<file path="src/rtl/tpu_mem_loader.sv">
// Packs a serial word stream into NUM_UNITS-lane write beats for the TPU's
// image (mem1), kernel (mem2) and simple memories, one strobe per beat.
module tpu_mem_loader #(
  parameter int  DATA_WIDTH   = 16,
  parameter int  IMAGE_WIDTH  = 5,
  parameter int  IMAGE_HEIGHT = 5,
  parameter int  NUM_UNITS    = 9,
  localparam int MEM_SIZE     = IMAGE_WIDTH * IMAGE_HEIGHT,
  localparam int AW           = $clog2(MEM_SIZE),
  localparam int CW           = $clog2(MEM_SIZE + 1)
) (
  input  logic                            i_clk,
  input  logic                            i_reset,
  input  logic                            i_cmd_valid,
  output logic                            o_cmd_ready,
  input  logic [1:0]                      i_cmd_target,
  input  logic [AW-1:0]                   i_cmd_base_addr,
  input  logic [CW-1:0]                   i_cmd_count,
  input  logic                            i_s_valid,
  output logic                            o_s_ready,
  input  logic [DATA_WIDTH-1:0]           i_s_data,
  output logic [NUM_UNITS*DATA_WIDTH-1:0] o_data_in,
  output logic [NUM_UNITS*AW-1:0]         o_wr_addr,
  output logic                            o_write_mem1,
  output logic                            o_write_mem2,
  output logic                            o_simple_write,
  output logic                            o_busy,
  output logic                            o_cmd_done,
  output logic                            o_cmd_error
);
  localparam int LW = (NUM_UNITS > 1) ? $clog2(NUM_UNITS) : 1;
  localparam int SW = ((AW > CW) ? AW : CW) + 1;

  typedef enum logic [1:0] {S_IDLE, S_FILL, S_WRITE, S_GAP} state_t;

  state_t        r_state;
  logic [1:0]    r_target;
  logic [AW-1:0] r_addr;
  logic [CW-1:0] r_remaining;
  logic [LW-1:0] r_lane;
  logic          r_cmd_ready;
  logic          r_s_ready;
  logic          r_write_mem1;
  logic          r_write_mem2;
  logic          r_simple_write;
  logic          r_busy;
  logic          r_cmd_done;
  logic          r_cmd_error;

  logic          w_cmd_take;
  logic          w_cmd_bad;
  logic          w_hs;
  logic          w_beat_last;
  logic [SW-1:0] w_cmd_end;

  // End address is computed one bit wider so an oversized command cannot wrap past the check.
  assign w_cmd_take  = i_cmd_valid && r_cmd_ready;
  assign w_cmd_end   = SW'(i_cmd_base_addr) + SW'(i_cmd_count);
  assign w_cmd_bad   = (i_cmd_count == '0) || (w_cmd_end > SW'(MEM_SIZE)) || (i_cmd_target == 2'd3);
  assign w_hs        = i_s_valid && r_s_ready;
  assign w_beat_last = w_hs && ((r_lane == LW'(NUM_UNITS - 1)) || (r_remaining == CW'(1)));

  always_ff @(posedge i_clk or posedge i_reset) begin
    if (i_reset) begin
      r_state        <= S_IDLE;
      r_target       <= '0;
      r_addr         <= '0;
      r_remaining    <= '0;
      r_lane         <= '0;
      r_cmd_ready    <= 1'b1;
      r_s_ready      <= 1'b0;
      r_write_mem1   <= 1'b0;
      r_write_mem2   <= 1'b0;
      r_simple_write <= 1'b0;
      r_busy         <= 1'b0;
      r_cmd_done     <= 1'b0;
      r_cmd_error    <= 1'b0;
    end else begin
      r_cmd_done  <= 1'b0;
      r_cmd_error <= 1'b0;
      case (r_state)
        S_IDLE: begin
          if (w_cmd_take) begin
            if (w_cmd_bad) begin
              r_cmd_error <= 1'b1;
            end else begin
              r_state     <= S_FILL;
              r_target    <= i_cmd_target;
              r_addr      <= i_cmd_base_addr;
              r_remaining <= i_cmd_count;
              r_lane      <= '0;
              r_cmd_ready <= 1'b0;
              r_busy      <= 1'b1;
              r_s_ready   <= 1'b1;
            end
          end
        end
        S_FILL: begin
          if (w_hs) begin
            r_addr      <= r_addr + AW'(1);
            r_remaining <= r_remaining - CW'(1);
            r_lane      <= r_lane + LW'(1);
            if (w_beat_last) begin
              r_state        <= S_WRITE;
              r_s_ready      <= 1'b0;
              r_write_mem1   <= (r_target == 2'd0);
              r_write_mem2   <= (r_target == 2'd1);
              r_simple_write <= (r_target == 2'd2);
            end
          end
        end
        S_WRITE: begin
          r_write_mem1   <= 1'b0;
          r_write_mem2   <= 1'b0;
          r_simple_write <= 1'b0;
          r_lane         <= '0;
          if (r_remaining != '0) begin
            r_state   <= S_FILL;
            r_s_ready <= 1'b1;
          end else begin
            r_state <= S_GAP;
          end
        end
        S_GAP: begin
          r_state     <= S_IDLE;
          r_busy      <= 1'b0;
          r_cmd_ready <= 1'b1;
          r_cmd_done  <= 1'b1;
        end
        default: r_state <= S_IDLE;
      endcase
    end
  end

  // On the closing handshake, lanes at or beyond the current one take the final word,
  // so a short last beat rewrites its last address instead of touching new ones.
  genvar gi;
  generate
    for (gi = 0; gi < NUM_UNITS; gi++) begin : g_lane
      logic [DATA_WIDTH-1:0] r_buf_data;
      logic [AW-1:0]         r_buf_addr;
      logic [DATA_WIDTH-1:0] r_out_data;
      logic [AW-1:0]         r_out_addr;

      always_ff @(posedge i_clk or posedge i_reset) begin
        if (i_reset) begin
          r_buf_data <= '0;
          r_buf_addr <= '0;
          r_out_data <= '0;
          r_out_addr <= '0;
        end else begin
          if (w_hs && (r_lane == LW'(gi))) begin
            r_buf_data <= i_s_data;
            r_buf_addr <= r_addr;
          end
          if (w_beat_last) begin
            if (LW'(gi) < r_lane) begin
              r_out_data <= r_buf_data;
              r_out_addr <= r_buf_addr;
            end else begin
              r_out_data <= i_s_data;
              r_out_addr <= r_addr;
            end
          end
        end
      end

      assign o_data_in[gi*DATA_WIDTH +: DATA_WIDTH] = r_out_data;
      assign o_wr_addr[gi*AW +: AW]                 = r_out_addr;
    end
  endgenerate

  assign o_cmd_ready    = r_cmd_ready;
  assign o_s_ready      = r_s_ready;
  assign o_write_mem1   = r_write_mem1;
  assign o_write_mem2   = r_write_mem2;
  assign o_simple_write = r_simple_write;
  assign o_busy         = r_busy;
  assign o_cmd_done     = r_cmd_done;
  assign o_cmd_error    = r_cmd_error;
endmodule

</file>
<file path="config.mk">
export PLATFORM = sky130hd
export DESIGN_NAME = tpu_mem_loader
export DESIGN_NICKNAME = d
export VERILOG_FILES = /design/src/rtl/tpu_mem_loader.sv
export SDC_FILE = /design/constraint.sdc
export NUM_CORES = 1
export LEC_CHECK = 0
export BUFFER_PORTS_ARGS = -buffer_cell sky130_fd_sc_hd__buf_2
export CORE_MARGIN = 1
export CORE_UTILIZATION = 30
export CTS_CLUSTER_DIAMETER = 50
export DETAILED_ROUTE_END_ITERATION = 10
export GPL_ROUTABILITY_DRIVEN = 0
export MAX_ROUTING_LAYER = met4
export PLACE_DENSITY_LB_ADDON = 0.1
export SETUP_SLACK_MARGIN = 0.5
export SLEW_MARGIN = 20
export SYNTH_ARGS = -nofsm -noshare
export SYNTH_HDL_FRONTEND = slang
export SYNTH_SLANG_ARGS = --single-unit
</file>
<file path="constraint.sdc">
create_clock -name i_clk -period 11.4 [get_ports i_clk]
set_clock_uncertainty 0.15 [all_clocks]
set_input_delay 1.14 -clock i_clk [delete_from_list [all_inputs] [get_ports i_clk]]
set_output_delay 1.14 -clock i_clk [all_outputs]
set_load 0.005 [all_outputs]
</file>
==> metrics, run 1 <==
Routed WL=48,200 microns; DP Wirelength=31,000 microns; Top Metal Used=met4; power per cell area=293 nW/um^2; top cell type by total area after synthesis=dfrtp_1; CP Max Fanout=119; Warnings, synthesis=0; largest net degree at the start of global routing=121; Cell Area, Placed=19,300 sq um; CP max stage cell=dfrtp_1; CTS tree=built; GRT Residual Overflow=0; Yosys top cell area share=57.7%; Critical Path AT=4390 ps; fraction of layout cells with a size suffix above 1=33.3%; Syn-to-layout area delta=21.3%; final hold viol count=0; Final Max Tran Viols=0; status=complete, no violations; Pre-antenna DRT Iters=4; Routed WL per cell=19.7 microns; Hold-fix buffers, CTS=0; Worst EP required=11,670 ps; Final Core Density=36.8%; Die Area=59,200 sq um; via count=11.3k; CP Launch Type=register; GR Util All Layers=16.9%; Die Wd=243 microns; ranking of synthesized cells by area=dfrtp_1, mux2_2, mux2i_1; Site Rows=88; Filler Cell Count=5,766; post-synthesis instance area=17,500 sq um; Max Cap Violations=0; diode count=0; most common cell after layout, fill and taps aside=dfrtp_1; vias in the first global route=11.5k; dominant synthesized flop cell=dfrtp_1; Worst path depth=5; RSZ-0062 raised after global routing=no; CTS buffer count=54; cells along the critical path=nand4b_4 -> and2_4 -> buf_4 -> buf_6 -> o21ai_0; WP buf/inv=2; Clk pin slew, worst setup/hold paths=50 ps; drt drc=0; maximum buffer depth of the clock tree=3; Seq/Total Area, Yosys=57.9%; reg2reg start=r_lane[2]$_DFFE_PP0P_; Register Area=10,100 sq um; met3 WL=2410 microns; period utilization=36.1%; post-layout min period=4110 ps; clk root buf=clkbuf_16; worst vdd ir=120 uV; number of DRC markers in iteration 0=546; Initial Util=30.3%; Core ar.=57,600 sq um; placed cell count=2,345; asr flop ratio synth=100%; FF-to-FF End=g_lane[0].r_out_data[5]$_DFFE_PP0P_; post-CTS sizing=0; Setup Crit Path Kind=register to register; most frequent cells in the layout=dfrtp_1, buf_2, nand2_1; clock latency on the worst-skew pair=580 ps; Layout Cell Area excl Fill=21,200 sq um; worst reg2reg setup slack=7290 ps; Setup crit end=g_lane[0].r_out_data[5]$_DFFE_PP0P_; Sink Count=404; first-pass GRT wire length=74,000 microns; # setup viols final=0; # IOs=229; die span in y=243 microns; Hold Crit Class=register to register; number of synthesized flops with an enable pin=0; # port buffers=228; via/cell ratio=4.64; Setup Fix Bufs, Post-CTS=0; met2 wire len=22,700 microns; Avg Inst Size Synth=12.0 sq um; Crit path largest cell delay=960 ps; delay-heaviest family, CP=buffers and inverters; syn_nets=1,502; Worst slew margin=31.2%; Unique masters post-synth=52; worst slew pin tran=1030 ps; fin cells=2,443; DRT met1 WL=22,300 microns; worst r2r path cells=5; DRT antenna net count=0; Syn Inst Count=1,457; H-tree levels=2; max frequency=243 MHz; Crit. End Element=register; critical path launch point=r_lane[2]$_DFFE_PP0P_; initial antenna violation count=0; area used by multi-input combinational logic=6830 sq um; LEAKAGE=0.0104 uW; Setup TNS=0 ps; final net count=1,681; post-synthesis register bit count=404
==> kinds of logic (layout without fill, tap and decap cells) <==
kind of cell	count (synthesis)	in the layout	synth area share, %
flip-flops	404	404	57.9
multiplexers	386	386	23.5
AND/OR/NAND/NOR	267	267	6.46
AO/OA/AOI/OAI	244	244	7.61
buffers and inverters	142	363	3.54
adder cells (fa/ha/maj)	13	13	0.974
XOR/XNOR	1	1	0.0501
==> cell usage after synthesis (3+ instances only) <==
| library cell | number |
|---|---|
| a21o_1 | 4 |
| a21oi_1 | 20 |
| a221o_1 | 3 |
| buf_1 | 6 |
| buf_2 | 54 |
| buf_4 | 3 |
| clkbuf_1 | 64 |
| dfrtp_1 | 403 |
| ha_1 | 12 |
| inv_1 | 14 |
| mux2_2 | 192 |
| mux2i_1 | 193 |
| nand2_1 | 213 |
| nand2b_1 | 5 |
| nand3_1 | 4 |
| nand3b_1 | 3 |
| nor2_1 | 16 |
| nor3_1 | 7 |
| o21ai_0 | 168 |
| o21ai_1 | 30 |
| or3_1 | 3 |
==> metrics by stage <==
| stage | power, uW | worst slack (ps) | hold WS [ps] |
|---|---|---|---|
| 2_1_floorplan | 3690 | 4670 | 323 |
| 3_3_place_gp | 4450 | 6560 | 309 |
| 3_5_place_dp | 4500 | 6460 | 314 |
| 4_1_cts | 6330 | 6860 | 327 |
| 5_1_grt | 6640 | 6890 | 345 |
| 6_report | 6200 | 7290 | 319 |
==> how the worst min path moves through the flow <==
stage	start	to	slack, ps	depth (start not counted)
after floorplan	g_lane[0].r_out_addr[0]$_DFFE_PP0P_	g_lane[0].r_out_addr[0]$_DFFE_PP0P_	320	2
after global placement	g_lane[2].r_out_data[9]$_DFFE_PP0P_	g_lane[2].r_out_data[9]$_DFFE_PP0P_	310	2
after detailed placement	g_lane[2].r_out_data[9]$_DFFE_PP0P_	g_lane[2].r_out_data[9]$_DFFE_PP0P_	310	2
after CTS	g_lane[2].r_out_data[9]$_DFFE_PP0P_	g_lane[2].r_out_data[9]$_DFFE_PP0P_	330	2
after global routing	g_lane[5].r_out_addr[1]$_DFFE_PP0P_	g_lane[5].r_out_addr[1]$_DFFE_PP0P_	340	2
final	g_lane[6].r_out_data[12]$_DFFE_PP0P_	g_lane[6].r_out_data[12]$_DFFE_PP0P_	320	2
==> sequential cells by signal (all words and copies together), names as in the netlist, 2 cells and up <==
name / count
g_lane.r_buf_data: 144
g_lane.r_out_data: 144
g_lane.r_buf_addr: 45
g_lane.r_out_addr: 45
r_addr: 5
r_remaining: 5
r_lane: 4
r_state: 2
r_target: 2
==> where the power goes <==
group          internal (uW)  switching, uW  leakage [uW]
logic                    941            943       0.00444
clock network           1150            650      0.000931
registers               2080            440       0.00504
==> worst min-delay path, cell delays in order, from the launching register on <==
cell and delay, ps:
dfrtp_1 330, nand2_1 40, o21ai_0 60
==> routing by layer <==
metal	GRT usage, %	vias to the layer above
met2	26.4	188
met1	22.4	5664
met3	3.76	63
met4	3.74	0
li1	-	5421
met5	-	-
==> final cells by class <==
| class | instances | area share, % |
|---|---|---|
| Multi-Input combinational cell | 911 | 32.2 |
| Tap cell | 765 | 4.51 |
| Sequential cell | 404 | 47.7 |
| Timing Repair Buffer | 251 | 6.25 |
| Clock inverter | 25 | 1.82 |
| Inverter | 14 | 0.266 |
| Clock buffer | 73 | 7.23 |
Power figures use the tool's default switching activity.
==> run 2: changes to the inputs <==
==> constraint.sdc (replaced) <==
create_clock -name i_clk -period 3.66 [get_ports i_clk]
set_clock_uncertainty 0.15 [all_clocks]
set_input_delay 0.366 -clock i_clk [delete_from_list [all_inputs] [get_ports i_clk]]
set_output_delay 0.366 -clock i_clk [all_outputs]
set_load 0.005 [all_outputs]
==> metrics, run 2 (same netlist as run 1, synthesis figures left out) <==
status=complete, no violations; most common cell after layout, fill and taps aside=dfrtp_1; Routed WL per cell=19.5 microns; Setup crit end=r_addr[1]$_DFFE_PP0P_; GRT Residual Overflow=0; placed cell count=2,360; period utilization=79.1%; number of DRC markers in iteration 0=522; Setup Fix Bufs, Post-CTS=0; DP Wirelength=31,500 microns; worst slew pin tran=855 ps; # IOs=229; Crit. End Element=register; most frequent cells in the layout=dfrtp_1, buf_2, nand2_1; Cell Area, Placed=19,500 sq um; RSZ-0062 raised after global routing=no; die span in y=243 microns; Sink Count=404; CTS buffer count=53; Syn-to-layout area delta=23.0%; DRT antenna net count=0; # port buffers=228; total power after layout=19,300 uW; fraction of layout cells with a size suffix above 1=33.6%; Core ar.=57,600 sq um; final net count=1,707; maximum buffer depth of the clock tree=3; Setup Crit Path Kind=primary input to register; largest net degree at the start of global routing=122; Worst EP required=3980 ps; power per cell area=897 nW/um^2; worst vdd ir=366 uV; Initial Util=30.3%; clk root buf=clkbuf_16; Die Area=59,200 sq um; post-layout min period=2900 ps; Routed WL=48,200 microns; Layout Cell Area excl Fill=21,500 sq um; FF-to-FF End=g_lane[4].r_buf_data[9]$_DFFE_PP0P_; drt drc=0; vias in the first global route=11.6k; # setup viols final=0; post-route setup slack=764 ps; diode count=0; Max Cap Violations=0; critical path launch point=i_cmd_base_addr[0]; clock latency on the worst-skew pair=590 ps; Hold Crit Class=primary input to register; reg2reg start=r_lane[1]$_DFFE_PP0P_; CTS tree=built; fin cells=2,471; Clk pin slew, worst setup/hold paths=50 ps; WHS=50.3 ps; H-tree levels=2; worst r2r path cells=5; Die Wd=243 microns; Critical Path AT=3210 ps; initial antenna violation count=0; Filler Cell Count=5,691; via/cell ratio=4.62; Site Rows=88; GR Util All Layers=16.9%; first-pass GRT wire length=73,800 microns; Post-Place Setup Slack=691 ps; via count=11.4k; max frequency=345 MHz; Worst slew margin=43.0%; final hold viol count=0; LEAKAGE=0.0106 uW; CP Max Fanout=11; Final Max Tran Viols=0; Regs by FF count=g_lane.r_buf_data: 144 flops, g_lane.r_out_data: 144 flops; Pre-antenna DRT Iters=4; CP Launch Type=primary input; worst reg2reg setup slack=1130 ps
-- run 2: stage by stage --
stage	utilization, %	TNS, ps
after floorplan	-	-926450
after global placement	33.9	0
after detailed placement	33.9	0
after CTS	37.3	0
after global routing	37.3	0
final	37.3	0
-- run 2: power by group --
group / total, uW / switching (uW) / internal [uW]
clock: 5460 / 2050 / 3400
sequential: 7750 / 1260 / 6490
combinational: 6080 / 3060 / 3030
total: 19300 / 6370 / 12900
-- run 2: per-layer routing --
| metal | up-vias | part of all wire [%] | track usage (%) |
|---|---|---|---|
| li1 | 5466 | - | - |
| met1 | 5685 | 47 | 22.4 |
| met2 | 179 | 47 | 26.1 |
| met3 | 75 | 4.2 | 3.26 |
| met4 | 0 | 2.1 | 4.88 |
| met5 | - | 0 | - |
-- run 2: critical path, cell delays in order --
cell and delay, ps:
dlygate4sd3_1 520, buf_2 130, ha_1 170, inv_1 60, fa_1 400, nand2b_1 190, o21ba_2 220, o31ai_4 260
a211oi_2 100, buf_4 200, nor2_4 260, mux2_1 350
-- run 2: area by class of cell --
| class | count | area, sq um | share of cell area (%) |
|---|---|---|---|
| repair buffers | 278 | 1670 | 7.78 |
| clock inverters | 23 | 304 | 1.41 |
| clock buffers | 76 | 1570 | 7.28 |
| inverters | 14 | 56.3 | 0.262 |
| multi-input cells | 911 | 6830 | 31.8 |
| flip-flops and latches | 404 | 10100 | 47.0 |
| well taps | 765 | 957 | 4.45 |
-- run 2: repair_timing --
item | in CTS | in global routing
endpoints found under the hold margin | 293 | 0
hold buffers | 12 | 0
resized for setup | 0 | 0
-- run 2: worst min-delay path by stage --
stage / from / to / slack [ps] / cells after the start
after floorplan: g_lane[0].r_out_addr[0]$_DFFE_PP0P_ / g_lane[0].r_out_addr[0]$_DFFE_PP0P_ / 320 / 2
after global placement: g_lane[5].r_out_data[4]$_DFFE_PP0P_ / g_lane[5].r_out_data[4]$_DFFE_PP0P_ / 310 / 2
after detailed placement: g_lane[8].r_out_data[3]$_DFFE_PP0P_ / g_lane[8].r_out_data[3]$_DFFE_PP0P_ / 320 / 2
after CTS: i_cmd_base_addr[3] / r_addr[3]$_DFFE_PP0P_ / 10 / 5
after global routing: i_cmd_base_addr[3] / r_addr[3]$_DFFE_PP0P_ / 70 / 5
final: i_cmd_base_addr[3] / r_addr[3]$_DFFE_PP0P_ / 50 / 5
